### src/rtl/prm_edge_query_seq_if.sv
// Request/response stream bundle between the PRM planner
// front-end (master) and the edge query sequencer (slave).
interface prm_edge_query_seq_if #(
  parameter int CODE_W = 15,
  parameter int OBS_N  = 16,
  parameter int CNT_W  = 16
);
  localparam int IDX_W = $clog2(OBS_N);

  logic              req_valid;
  logic              req_ready;
  logic [CODE_W-1:0] req_base;
  logic [CNT_W-1:0]  req_count;

  logic              rsp_valid;
  logic              rsp_ready;
  logic [CODE_W-1:0] rsp_code;
  logic              rsp_blocked;
  logic [IDX_W-1:0]  rsp_obs_idx;
  logic              rsp_last;

  modport master (
    output req_valid, req_base, req_count, rsp_ready,
    input  req_ready, rsp_valid, rsp_code,
    input  rsp_blocked, rsp_obs_idx, rsp_last
  );

  modport slave (
    input  req_valid, req_base, req_count, rsp_ready,
    output req_ready, rsp_valid, rsp_code,
    output rsp_blocked, rsp_obs_idx, rsp_last
  );
endinterface

### src/rtl/prm_edge_query_seq.sv
// Sweeps edge codes through the obstacle checker bank, one result per code.
// Optional PRM_EDGE_HIT_CNT_EN adds a saturating blocked-result counter.
module prm_edge_query_seq #(
  parameter int CODE_W  = 15,
  parameter int OBS_N   = 16,
  parameter int CHK_LAT = 2,
  parameter int CNT_W   = 16
) (
  input  logic                clk,
  input  logic                rst_n,
  input  logic                abort,
  prm_edge_query_seq_if.slave bus,
  output logic [CODE_W-1:0]   chk_code,
  input  logic [OBS_N-1:0]    chk_mask,
  output logic                busy,
  output logic                done
`ifdef PRM_EDGE_HIT_CNT_EN
  ,
  output logic [CNT_W-1:0]    hit_cnt
`endif
);
  localparam int IDX_W = $clog2(OBS_N);

  typedef enum logic [1:0] {
    IDLE,
    WAIT,
    EMIT
  } state_t;

  state_t            state, state_n;
  logic [CNT_W-1:0]  remaining;
  logic [2:0]        wcnt;
  logic [CODE_W-1:0] code_q;
  logic              blk_q;
  logic [IDX_W-1:0]  idx_q;
  logic [IDX_W-1:0]  idx;

  logic acc, load, cap, dec_w, hs, adv, done_n;
  logic is_last;

  assign is_last = (remaining == CNT_W'(1));

  assign bus.req_ready   = rst_n && (state == IDLE);
  assign bus.rsp_valid   = (state == EMIT);
  assign bus.rsp_last    = (state == EMIT) && is_last;
  assign bus.rsp_code    = code_q;
  assign bus.rsp_blocked = blk_q;
  assign bus.rsp_obs_idx = idx_q;

  always_comb begin
    idx = '0;
    for (int i = OBS_N - 1; i >= 0; i--) begin
      if (chk_mask[i]) idx = IDX_W'(i);
    end
  end

  always_comb begin
    state_n = state;
    acc     = 1'b0;
    load    = 1'b0;
    cap     = 1'b0;
    dec_w   = 1'b0;
    hs      = 1'b0;
    adv     = 1'b0;
    done_n  = 1'b0;
    unique case (state)
      IDLE: begin
        if (bus.req_valid) begin
          acc = 1'b1;
          if (bus.req_count != '0) begin
            load    = 1'b1;
            state_n = WAIT;
          end else begin
            done_n = 1'b1;
          end
        end
      end
      WAIT: begin
        if (abort) begin
          state_n = IDLE;
        end else if (wcnt == '0) begin
          cap     = 1'b1;
          state_n = EMIT;
        end else begin
          dec_w = 1'b1;
        end
      end
      EMIT: begin
        // abort wins over a same-cycle handshake
        if (abort) begin
          state_n = IDLE;
        end else if (bus.rsp_ready) begin
          hs = 1'b1;
          if (is_last) begin
            done_n  = 1'b1;
            state_n = IDLE;
          end else begin
            adv     = 1'b1;
            state_n = WAIT;
          end
        end
      end
      default: state_n = IDLE;
    endcase
  end

  always_ff @(posedge clk or negedge rst_n) begin
    if (!rst_n) begin
      state     <= IDLE;
      chk_code  <= '0;
      remaining <= '0;
      wcnt      <= '0;
      code_q    <= '0;
      blk_q     <= 1'b0;
      idx_q     <= '0;
      busy      <= 1'b0;
      done      <= 1'b0;
    end else begin
      state <= state_n;
      busy  <= (state_n != IDLE);
      done  <= done_n;
      if (load) begin
        remaining <= bus.req_count;
        chk_code  <= bus.req_base;
        wcnt      <= 3'(CHK_LAT);
      end
      if (dec_w) wcnt <= wcnt - 3'd1;
      if (cap) begin
        code_q <= chk_code;
        blk_q  <= |chk_mask;
        idx_q  <= idx;
      end
      if (hs) remaining <= remaining - CNT_W'(1);
      if (adv) begin
        chk_code <= chk_code + CODE_W'(1);
        wcnt     <= 3'(CHK_LAT);
      end
    end
  end

`ifdef PRM_EDGE_HIT_CNT_EN
  always_ff @(posedge clk or negedge rst_n) begin
    if (!rst_n) begin
      hit_cnt <= '0;
    end else if (acc) begin
      hit_cnt <= '0;
    end else if (hs && blk_q && (hit_cnt != '1)) begin
      hit_cnt <= hit_cnt + CNT_W'(1);
    end
  end
`endif

endmodule

### src/flat_wrapper.sv
// flat-port wrapper written by rule: the top's interface ports become plain ports
module prm_edge_query_seq_flat 
#(
  parameter int CODE_W  = 15,
  parameter int OBS_N   = 16,
  parameter int CHK_LAT = 2,
  parameter int CNT_W   = 16
)
  (clk, rst_n, abort, chk_code, chk_mask, busy, done, bus_req_valid, bus_req_base, bus_req_count, bus_rsp_ready, bus_req_ready, bus_rsp_valid, bus_rsp_code, bus_rsp_blocked, bus_rsp_obs_idx, bus_rsp_last);
  prm_edge_query_seq_if #(.CODE_W(CODE_W), .OBS_N(OBS_N), .CNT_W(CNT_W)) bus_i ();
  input  logic clk;
  input  logic rst_n;
  input  logic abort;
  output logic [CODE_W-1:0] chk_code;
  input  logic [OBS_N-1:0] chk_mask;
  output logic busy;
  output logic done;
  input wire logic [$bits(bus_i.req_valid)-1:0] bus_req_valid;
  input wire logic [$bits(bus_i.req_base)-1:0] bus_req_base;
  input wire logic [$bits(bus_i.req_count)-1:0] bus_req_count;
  input wire logic [$bits(bus_i.rsp_ready)-1:0] bus_rsp_ready;
  output wire logic [$bits(bus_i.req_ready)-1:0] bus_req_ready;
  output wire logic [$bits(bus_i.rsp_valid)-1:0] bus_rsp_valid;
  output wire logic [$bits(bus_i.rsp_code)-1:0] bus_rsp_code;
  output wire logic [$bits(bus_i.rsp_blocked)-1:0] bus_rsp_blocked;
  output wire logic [$bits(bus_i.rsp_obs_idx)-1:0] bus_rsp_obs_idx;
  output wire logic [$bits(bus_i.rsp_last)-1:0] bus_rsp_last;
  assign bus_i.req_valid = bus_req_valid;
  assign bus_i.req_base = bus_req_base;
  assign bus_i.req_count = bus_req_count;
  assign bus_i.rsp_ready = bus_rsp_ready;
  assign bus_req_ready = bus_i.req_ready;
  assign bus_rsp_valid = bus_i.rsp_valid;
  assign bus_rsp_code = bus_i.rsp_code;
  assign bus_rsp_blocked = bus_i.rsp_blocked;
  assign bus_rsp_obs_idx = bus_i.rsp_obs_idx;
  assign bus_rsp_last = bus_i.rsp_last;
  prm_edge_query_seq #(.CODE_W(CODE_W), .OBS_N(OBS_N), .CHK_LAT(CHK_LAT), .CNT_W(CNT_W)) u_core (.clk(clk), .rst_n(rst_n), .abort(abort), .bus(bus_i), .chk_code(chk_code), .chk_mask(chk_mask), .busy(busy), .done(done));
endmodule
### config.mk
export PLATFORM = sky130hd
export DESIGN_NAME = prm_edge_query_seq_flat
export DESIGN_NICKNAME = d
export VERILOG_FILES = /design/src/rtl/prm_edge_query_seq_if.sv /design/src/rtl/prm_edge_query_seq.sv /design/src/flat_wrapper.sv
export SDC_FILE = /design/constraint.sdc
export NUM_CORES = 1
export LEC_CHECK = 0
export CORE_MARGIN = 4
export CORE_UTILIZATION = 42
export CTS_CLUSTER_DIAMETER = 100
export DETAILED_ROUTE_END_ITERATION = 7
export PLACE_DENSITY = 0.82
export SLEW_MARGIN = 30
export SYNTH_ARGS = -nofsm -noshare
export SYNTH_HDL_FRONTEND = slang
export SYNTH_SLANG_ARGS = --single-unit
### constraint.sdc
create_clock -name clk -period 1.9 [get_ports clk]
set_clock_uncertainty 0.05 [all_clocks]
set_input_delay 0.57 -clock clk [delete_from_list [all_inputs] [get_ports clk]]
set_output_delay 0.57 -clock clk [all_outputs]
set_load 0.02 [all_outputs]
==> summary.md <==
| Metric | Value |
|---|---|
| Outcome | complete, but fails checks |
| Violated checks | negative setup slack |
| Met2 usage | 45.65% |
| Worst Max-Slew Pin Slew | 0.7571 ns |
| Met1 GRT Util | 31.83% |
| Yosys Warn Count | 0 |
| Post-Syn Nets | between 400 and 500 |
| Leading area contributor after synthesis | dfrtp_1 |
| Crit path DAT | 1.89 ns |
| WL per Instance | 19.14 um |
| Crit path to | bus_rsp_last |
| CP max stage cell | or3b_4 |
| IR drop worst, VDD | 683.0 uV |
| Worst slew margin | between 40% and 50% |
| Critical path depth | 6 |
| Mean post-synth cell area | 8.968 um^2 |
| Nets@finish | 596 |
| IO Pins | 92 |
| Comb power frac | 54.4% |
| Crit path buf inv count | 2 |
| Initial antenna violation count | 0 |
| Reg-to-Reg Start | u_core.remaining[1] |
| Root buf cell | clkbuf_8 |
| Mapped Cells | ~350 |
| FP Rows | 31 |
| CTS max path bufs | 2 |
| RR Endpoint | u_core.chk_code[4] |
| FFs w/ async S/R, synth | 100.0% |
| RePlAce Congestion | 0.9248 |
| Post-DRT Antenna Nets | 0 |
| Largest net degree at the start of global routing | 59 |
| Tot Pwr | 7.568 mW |
| Clk_lat worst skew | ~0.35 ns |
| Mapped cell area | a little over 3000 um^2 |
| Drt pass-1 iters | 5 |
| R2R setup slack | -0.17 ns |
| Sw power | 3.290 mW |
| Endpoints failing setup | 20 |
| GR peak layer | met2 |
| Syn-to-layout area delta | 80.48% |
| Number of global-route vias before repair | 3696 |
| Dpl cells | 600 |
| Internal | 4.279 mW |
| CP required | 1.28 ns |
| Commonest cells post-synth | 67 x nand2_1, 58 x dfrtp_1, 34 x nor2_1 |
| Buffers on Ports | 91 |
| Die ar. | roughly 9000 um^2 |
| Non-Filler Instances | roughly 640 |
| Worst setup margin | -0.6150 ns |
| TritonCTS buffer count | 9 |
| 1st-iter DRT viols | about 200 |
| Finished Core Util | 77.63% |
| Clock share of power | 15.6% |
| Main flop type after synthesis | dfrtp_1 |
| RSZ-0062 raised after global routing | true |
| Post-route clock period utilization | 132.4% |
| All-Layer GR Usage | 26.22% |
| Fmax | 397.6 MHz |
| Share of total power in sequential cells | 30.1% |
| Period minus WS final | 2.515 ns |
| Final hold vios | 0 |
| CP top delay family | simple AND/OR/NAND/NOR gates |
| Total gr overflow | 0 |
| Setup CP Type | flop to output pin |
| Share of post-route cells with drive strength above 1 | between 30% and 40% |
| Seq/Total Area, Yosys | a little under half |
| Pwr dens | between 1000 and 1500 nW/um^2 |
| Ant diodes | 0 |
| Post-DP HPWL | 7480 um |
| Sw Share | 43.47% |
| TritonCTS clock tree | built |
| Top-area cell type share of the netlist area | a little under half |
| Most instantiated library cell after synthesis | nand2_1 |
| Worst Hold Class | input port to asynchronous set/reset pin |
| DRC Markers | 0 |
| Die X | 93.96 um |
| CTS Hold Buffers Added | 0 |
| Via/cell ratio | around 5.7 |
| Top cells by area, synth | dfrtp_1 47%, nand2_1 8.1%, nor2_1 4.1%, a21oi_1 2.3%, o21ai_0 2.3% |
| Leak | between 2 and 2.5 nW |
| Via count | 3678 |
| Critical path peak fanout | 2 |
| Yosys cell types | 54 |
| Clock slew seen by the registers of the worst setup and hold paths | 0.07 ns |
| Placeable Area | about 7200 um^2 |
| Pins Over Slew Limit | 0 |
| Worst stage delay on the critical path | 0.45 ns |
| GR Util met3 | 6.410% |
| Cell Chain, Critical Path | inv_2, ha_2, nor4b_4, or3b_4, nor2_4, buf_6 |
| Clock Sinks | 58 |
| Routed WL | 12310 um |
| H-tree levels | 3 |
| CP startpoint | u_core.remaining[1] |
| Setup crit start kind | flop |
| Chip height | ~94 um |
| Worst r2r path cells | 9 |
| First-pass GRT wire length | 18000 um |
| Critical Path Sink Type | output pin |
| Initial core utilization | a little over two fifths |
| EDFF count, synth | 0 |
| Synthesized flop and latch total | a little under 60 |
| Total of max-cap violations | 0 |
-- worst reg2reg max path, cell delays in order, from the launching register on --
cell,delay (ns)
dfrtp_1,0.40
inv_2,0.07
ha_2,0.17
nor4b_4,0.26
and4_4,0.33
buf_6,0.11
nor3_4,0.06
buf_4,0.16
buf_6,0.11
o31a_1,0.24
-- power groups by stage --
stage | Clock (mW) | Combinational [mW] | Sequential, mW
after floorplan | 0 | 1.20 | 2.68
after global placement | 0 | 3.39 | 2.22
after detailed placement | 0 | 3.50 | 2.24
after CTS | 1.17 | 3.64 | 2.23
after global routing | 1.24 | 4.37 | 2.33
final | 1.18 | 4.11 | 2.28
-- layout by cell type, fill, tap and decap left out, types with 4 or more instances in the layout --
cell / count
a211oi_1: 5
a21oi_1: 11
a311oi_2: 7
and3_1: 4
buf_12: 4
buf_2: 5
buf_4: 84
buf_6: 21
clkbuf_8: 9
clkdlybuf4s15_1: 6
clkdlybuf4s50_1: 31
dfrtp_1: 57
dlygate4sd2_1: 41
inv_1: 11
nand2_1: 61
nand2b_1: 4
nand3_1: 8
nor2_1: 31
nor3_1: 6
nor3_4: 4
nor4_4: 7
o21ai_0: 7
o21ai_1: 4
o22ai_1: 4
o31ai_1: 4
-- cells by family (layout without fill, tap and decap cells) --
| group | count (synthesis) | in the layout | synth area share [%] |
|---|---|---|---|
| flip-flops | 58 | 58 | 46.77 |
| AO/OA/AOI/OAI | 84 | 84 | 19.36 |
| adder cells (fa/ha/maj) | 5 | 5 | 2.016 |
| buffers and inverters | 29 | 227 | 4.073 |
| AND/OR/NAND/NOR | 169 | 169 | 27.46 |
| multiplexers | 1 | 1 | 0.3226 |
-- layer usage --
layer,share of wire (%),routed length [um]
met1,38,4723
met2,51,6220
met3,8.0,987
met4,3.1,377
met5,0,0
-- registers in the layout (all words and copies together) (netlist names) --
signal                  flops
u_core.bus.rsp_blocked      1
u_core.done                 1
u_core.chk_code            15
u_core.bus.rsp_code        15
u_core.state                2
u_core.bus.rsp_obs_idx      4
u_core.remaining           16
u_core.wcnt                 3
u_core.busy                 1
-- per-stage QoR --
step | hold WS [ns] | setup TNS [ns] | setup slack (ns) | instance area, um^2
5_1_grt | 0.4223 | -3.312 | -0.6670 | 5600
4_1_cts | 0.4019 | -1.180 | -0.5769 | 5325
3_3_place_gp | 0.4080 | -26.98 | -0.7243 | 4781
2_1_floorplan | 0.2244 | -0.1944 | -0.1944 | 3199
6_report | 0.3663 | -1.939 | -0.6150 | 5600
3_5_place_dp | 0.4163 | -30.25 | -0.7998 | 4781
-- how the worst min path moves through the flow --
stage,from,cells past startpoint,slack [ns],endpoint
finish,rst_n,2,0.37,u_core.remaining[8]
global route,rst_n,2,0.42,u_core.remaining[8]
CTS,rst_n,2,0.40,u_core.done
detailed placement,u_core.bus.rsp_code[8],2,0.42,u_core.bus.rsp_code[8]
global placement,u_core.bus.rsp_code[11],2,0.41,u_core.bus.rsp_code[11]
floorplan,rst_n,0,0.22,u_core.bus.rsp_blocked
-- layout make-up --
cell class,count,area (um^2)
Multi-Input combinational cell,259,1984
Timing Repair Buffer,199,1793
Fill cell,491,1614
Sequential cell,58,1453
Clock buffer,9,123.9
Tap cell,99,123.9
Clock inverter,7,77.57
Inverter,12,45.04
-- repair_timing --
item	4_1_cts	5_1_grt
buffers inserted	15	14
cloned	3	0
setup endpoints to repair	80	36
pin swaps	23	27
resized for setup	138	67
endpoints found under the hold margin	0	0
(Power assumes the default switching activity.)
==> RTL change 1 (same flow settings) <==
`OBS_N` is set to 16 in 3 places; all go to 64.
--- a/src/rtl/prm_edge_query_seq_if.sv
+++ b/src/rtl/prm_edge_query_seq_if.sv
@@ -3,5 +3,5 @@
 interface prm_edge_query_seq_if #(
   parameter int CODE_W = 15,
-  parameter int OBS_N  = 16,
+  parameter int OBS_N  = 64,
   parameter int CNT_W  = 16
 );
--- a/src/rtl/prm_edge_query_seq.sv
+++ b/src/rtl/prm_edge_query_seq.sv
@@ -3,5 +3,5 @@
 module prm_edge_query_seq #(
   parameter int CODE_W  = 15,
-  parameter int OBS_N   = 16,
+  parameter int OBS_N   = 64,
   parameter int CHK_LAT = 2,
   parameter int CNT_W   = 16
--- a/src/flat_wrapper.sv
+++ b/src/flat_wrapper.sv
@@ -3,5 +3,5 @@
 #(
   parameter int CODE_W  = 15,
-  parameter int OBS_N   = 16,
+  parameter int OBS_N   = 64,
   parameter int CHK_LAT = 2,
   parameter int CNT_W   = 16
Ports: changed (resized bus_rsp_obs_idx and chk_mask); port bits go from 92 to 142. No check against the original RTL was run, so the function may have changed too.
==> RTL change 1 against the original RTL <==
Power up 8.2%; largest power group unchanged; sequential share of layout area down 5.3 points; area after synthesis up 22%; final area up 30%; sequential cell count up 2; fmax up 2.8%; setup slack better by 69 ps; the run still ends with setup timing left; critical path type is now reg -> reg; wire length up 51%.
==> RTL change 1: results (changes against the original RTL) <==
GRT
  • First-pass GRT wire length: 24.1 mm (was 18.0 mm)
  • Largest net degree at the start of global routing: 61 (was 59)
  • Vias in the first global route: 5099 (was 3696)
  • Total track usage: 29.0% (was 26.2%)

Worst setup path
  • FF-to-FF End: u_core.chk_code[13] (was u_core.chk_code[4])
  • Maximum fanout along the worst path: 6 (was 2)
  • Reg-to-Reg Start: u_core.remaining[13] (was u_core.remaining[1])
  • R2r worst-path depth: 7 (was 9)

Synth
  • Yosys warns: 0 (unchanged)
  • Net Count, Synth: 570 (was 403)
  • Post-synth top cells: nand2_1 (76), nor2_1 (71), dfrtp_1 (60), a21oi_1 (31) (was nand2_1 (67), dfrtp_1 (58), nor2_1 (34), a21oi_1 (14), o21ai_0 (14))
  • Avg Inst Size Synth: 8.13 µm² (was 8.97 µm²)
  • Dominant cells by area after synthesis: dfrtp_1 (40%), nand2_1 (7.5%), nor2_1 (7.1%) (was dfrtp_1 (47%), nand2_1 (8.1%), nor2_1 (4.1%))

STA
  • Tightest Pin Transition: 785 ps (was 757 ps)
  • Post-route setup slack: -546 ps (was -615 ps)
  • Endpoints failing setup: 35 (was 20)

Detailed routing
  • Starting DRT DRC Count: 434 (was 195)
  • Routed WL per cell: 21.4 µm (was 19.1 µm)
  • Via/cell ratio: 6.04 (was 5.72)

Layout
  • Final cell count without fillers: 871 (was 643)
  • ANT cells: 0 (unchanged)
  • Share of cells above drive strength 1: 41.4% (was 38.2%)

Status
  • Status: finished with violations (unchanged)
  • Failing checks: setup timing (unchanged)

Placement
  • # placed instances: 823 (was 600)
  • IO buf count: 141 (was 91)
  • HPWL Detailed: 10.8 mm (was 7.48 mm)

Power and ir drop
  • P_leak: 3.34 nW (was 2.49 nW)
  • VDD IR max: 0.606 mV (was 0.683 mV)

Hold path
  • Hold Path Class: in -> async (unchanged)
[RTL change 1: worst max-delay path by stage]
stage / from / endpoint / slack [ps] / cells past startpoint
final: u_core.remaining[13] / u_core.chk_code[13] / -550 / 7
after global routing: u_core.remaining[13] / u_core.chk_code[4] / -540 / 9
after CTS: u_core.remaining[5] / bus_rsp_last / -320 / 4
after detailed placement: chk_mask[63] / u_core.bus.rsp_obs_idx[1] / -850 / 7
after global placement: chk_mask[63] / u_core.bus.rsp_obs_idx[1] / -660 / 7
after floorplan: u_core.remaining[6] / u_core.chk_code[11] / -60 / 8
[RTL change 1: logic make-up after synthesis]
| family | Yosys count | share of synthesized area [%] |
|---|---|---|
| adders and majority gates | 5 | 1.66 |
| AOI/OAI and AO/OA | 118 | 22.1 |
| and+or+nand+nor | 241 | 31.4 |
| DFF | 60 | 39.7 |
| muxes | 2 | 0.563 |
| buffers and inverters | 39 | 4.57 |
[RTL change 1: layout make-up]
| class | count | area [µm²] |
|---|---|---|
| Fill cell | 477 | 1420 |
| Inverter | 21 | 78.8 |
| Timing Repair Buffer | 300 | 2610 |
| Clock inverter | 6 | 63.8 |
| Multi-Input combinational cell | 366 | 2780 |
| Clock buffer | 10 | 138 |
| Tap cell | 108 | 135 |
| Sequential cell | 60 | 1500 |
[RTL change 1: what timing repair did]
action | CTS | global route
endpoints found under the setup margin | 84 | 46
resized for setup | 216 | 121
gates cloned | 1 | 1
pin swaps | 61 | 66
buffers inserted | 10 | 29
[RTL change 1: where the power goes]
| group | leakage [nW] | internal, mW | switching (mW) |
|---|---|---|---|
| combinational | 2.52 | 2.04 | 2.53 |
| clock | 0.0983 | 0.639 | 0.573 |
| sequential | 0.717 | 1.82 | 0.586 |
[RTL change 1: metrics by stage]
| stage | setup slack, ps | area (µm²) | TNS, ps |
|---|---|---|---|
| after global routing | -536 | 7300 | -10780 |
| after global placement | -658 | 6240 | -28270 |
| final | -546 | 7300 | -9520 |
| after CTS | -319 | 6730 | -1530 |
| after detailed placement | -847 | 6240 | -30440 |
| after floorplan | -57.8 | 3840 | -177 |
[RTL change 1: metal layers]
layer | global-route usage, % | up-vias | share of wire (%)
met5 | 0 | - | 0
met4 | 12.3 | 0 | 5.2
met3 | 4.87 | 89 | 9.5
met2 | 53.4 | 382 | 50
met1 | 32.9 | 2494 | 35
li1 | - | 2300 | -
[RTL change 1: worst max-delay path: stages, from the launching register on]
cell and delay [ps]:
dfrtp_1 440, buf_4 170, nor3_1 520, nand4_4 260, and4_4 280, and3_4 200, a211oi_4 340, a211oi_2 60
==> RTL change 2 (config.mk and constraints unchanged) <==
Without the edit above. Encoding of `state_t`: now one-hot (3 bits for 3 states).
--- a/src/rtl/prm_edge_query_seq.sv
+++ b/src/rtl/prm_edge_query_seq.sv
@@ -22,8 +22,8 @@
   localparam int IDX_W = $clog2(OBS_N);
 
-  typedef enum logic [1:0] {
-    IDLE,
-    WAIT,
-    EMIT
+  typedef enum logic [2:0] {
+    IDLE = 3'b001,
+    WAIT = 3'b010,
+    EMIT = 3'b100
   } state_t;
 
Check against the original RTL: no difference found for any inputs over 10 cycles, from zero or initial values and one cycle with rst_n low; not proved beyond that.
==> RTL change 2 against the original RTL <==
Sequential cell count is 1 higher; setup slack better by 220 ps; critical path depth stayed put; area after synthesis is 4.2% higher; power is 5.2% lower; via count is 1.9% higher; the run still ends with setup timing left; largest power group unchanged; wire length is 3.8% lower; final area is 1.8% lower; largest cell class unchanged; sequential power is 2% higher.
==> RTL change 2: results (changes against the original RTL) <==
Status
  • Status: finished with violations (unchanged)
  • Failing checks: setup timing (unchanged)

Placement
  • DP Area: 4860 µm² (was 4780 µm²)
  • Place WS: -671 ps (was -800 ps)
  • # placed instances: 610 (was 600)
  • IO buf count: 91 (unchanged)
  • HPWL Detailed: 7.44 mm (was 7.48 mm)
  • GPL Wtd Cong: 0.887 (was 0.925)

Detailed routing
  • Routed wire length on met3: 898 µm (was 987 µm)
  • Metal2 WL: 5.83 mm (was 6.22 mm)
  • Vias: 3748 (was 3678)
  • Final wirelength: 11.8 mm (was 12.3 mm)
  • Starting DRT DRC Count: 245 (was 195)
  • TritonRoute pass-1 iters: 4 (was 5)
  • Met1 wire length: 4.61 mm (was 4.72 mm)

Synth
  • Synth Area in Compound Gates: 21.2% (was 19.4%)
  • Dominant cells by area after synthesis: dfrtp_1 (45%), nand2_1 (7.7%), nor2_1 (3.0%) (was dfrtp_1 (47%), nand2_1 (8.1%), nor2_1 (4.1%))
  • Post-synth top cells: nand2_1 (66), dfrtp_1 (58), nor2_1 (26), a21oi_1 (19), o21ai_0 (18) (was nand2_1 (67), dfrtp_1 (58), nor2_1 (34), a21oi_1 (14), o21ai_0 (14))
  • Net Count, Synth: 413 (was 403)
  • Synth Area in XOR/XNOR: 0% (unchanged)
  • Multiplexer share of the synthesized area: 0.310% (was 0.323%)
  • Adder-Cell Fraction of Synth Area: 1.93% (was 2.02%)
  • Cells after synthesis: 356 (was 346)
  • Netlist cell types: 62 (was 54)
  • Seq/Total Area, Yosys: 45.7% (was 46.8%)

Worst setup path
  • WS Path Type: reg -> out (unchanged)
  • Worst path max stage delay: 400 ps (was 450 ps)
  • R2r worst-path depth: 11 (was 9)
  • Slowest CP cell: dfrtp_1 (was or3b_4)
  • Worst reg2reg setup slack: -370 ps (was -170 ps)
  • CP arrival: 1670 ps (was 1890 ps)
  • Reg-to-Reg Start: u_core.remaining[1] (unchanged)
  • Crit path to: bus_rsp_last (unchanged)
  • FF-to-FF End: u_core.chk_code[4] (unchanged)

STA
  • Max-Slew Margin vs Limit: 48.6% (was 49.5%)
  • Final TNS setup: -6390 ps (was -1940 ps)
  • Hold_ws: 372 ps (was 366 ps)
  • Post-route setup slack: -392 ps (was -615 ps)
  • Endpoints failing setup: 34 (was 20)

Power and ir drop
  • Sw Ratio: 42.4% (was 43.5%)
  • P_leak: 2.51 nW (was 2.49 nW)
  • VDD IR max: 0.725 mV (was 0.683 mV)

Clock network
  • Post-CTS resize count: 102 (was 138)
  • Post-CTS Setup Bufs: 9 (was 15)

GRT
  • First-pass GRT wire length: 16.9 mm (was 18.0 mm)
  • Largest net degree at the start of global routing: 60 (was 59)
  • Initial antenna violation count: 0 (unchanged)
  • Total track usage: 24.0% (was 26.2%)
  • Vias in the first global route: 3602 (was 3696)

Layout
  • Max reg flops: 16 (unchanged)
  • Layout Nets: 597 (was 596)
  • Final cell count without fillers: 644 (was 643)
  • ANT cells: 0 (unchanged)
  • Share of cells above drive strength 1: 32.7% (was 38.2%)
  • Top reg by flops: u_core.remaining (unchanged)

Hold path
  • Hold Path Class: in -> async (unchanged)
-- RTL change 2: cell count changes in the layout (fill, tap and decap cells not counted), moves of 5 or more --
cell	unedited run	this run
buf_4	84	73
o21ai_0	7	15
a311oi_2	7	1
nor2_1	31	25
nand3_1	8	13
o211ai_1	3	8
-- RTL change 2: cell type report --
class	count	area, µm²
Clock buffer	9	124
Inverter	13	48.8
Clock inverter	7	83.8
Sequential cell	59	1480
Timing Repair Buffer	186	1700
Multi-Input combinational cell	271	1940
Tap cell	99	124
Fill cell	510	1870
-- RTL change 2: power groups by stage --
stage	clock, mW	sequential (mW)	combinational (mW)
finish	1.23	2.32	3.63
global route	1.31	2.38	3.87
CTS	1.24	2.27	3.33
detailed placement	0	2.28	3.24
global placement	0	2.25	3.14
floorplan	0	2.68	1.15
-- RTL change 2: layer usage --
metal | vias to the layer above | global-route usage (%)
met4 | 0 | 10.2
met2 | 193 | 42.8
met5 | - | 0
met1 | 1827 | 27.5
li1 | 1677 | -
met3 | 51 | 5.32
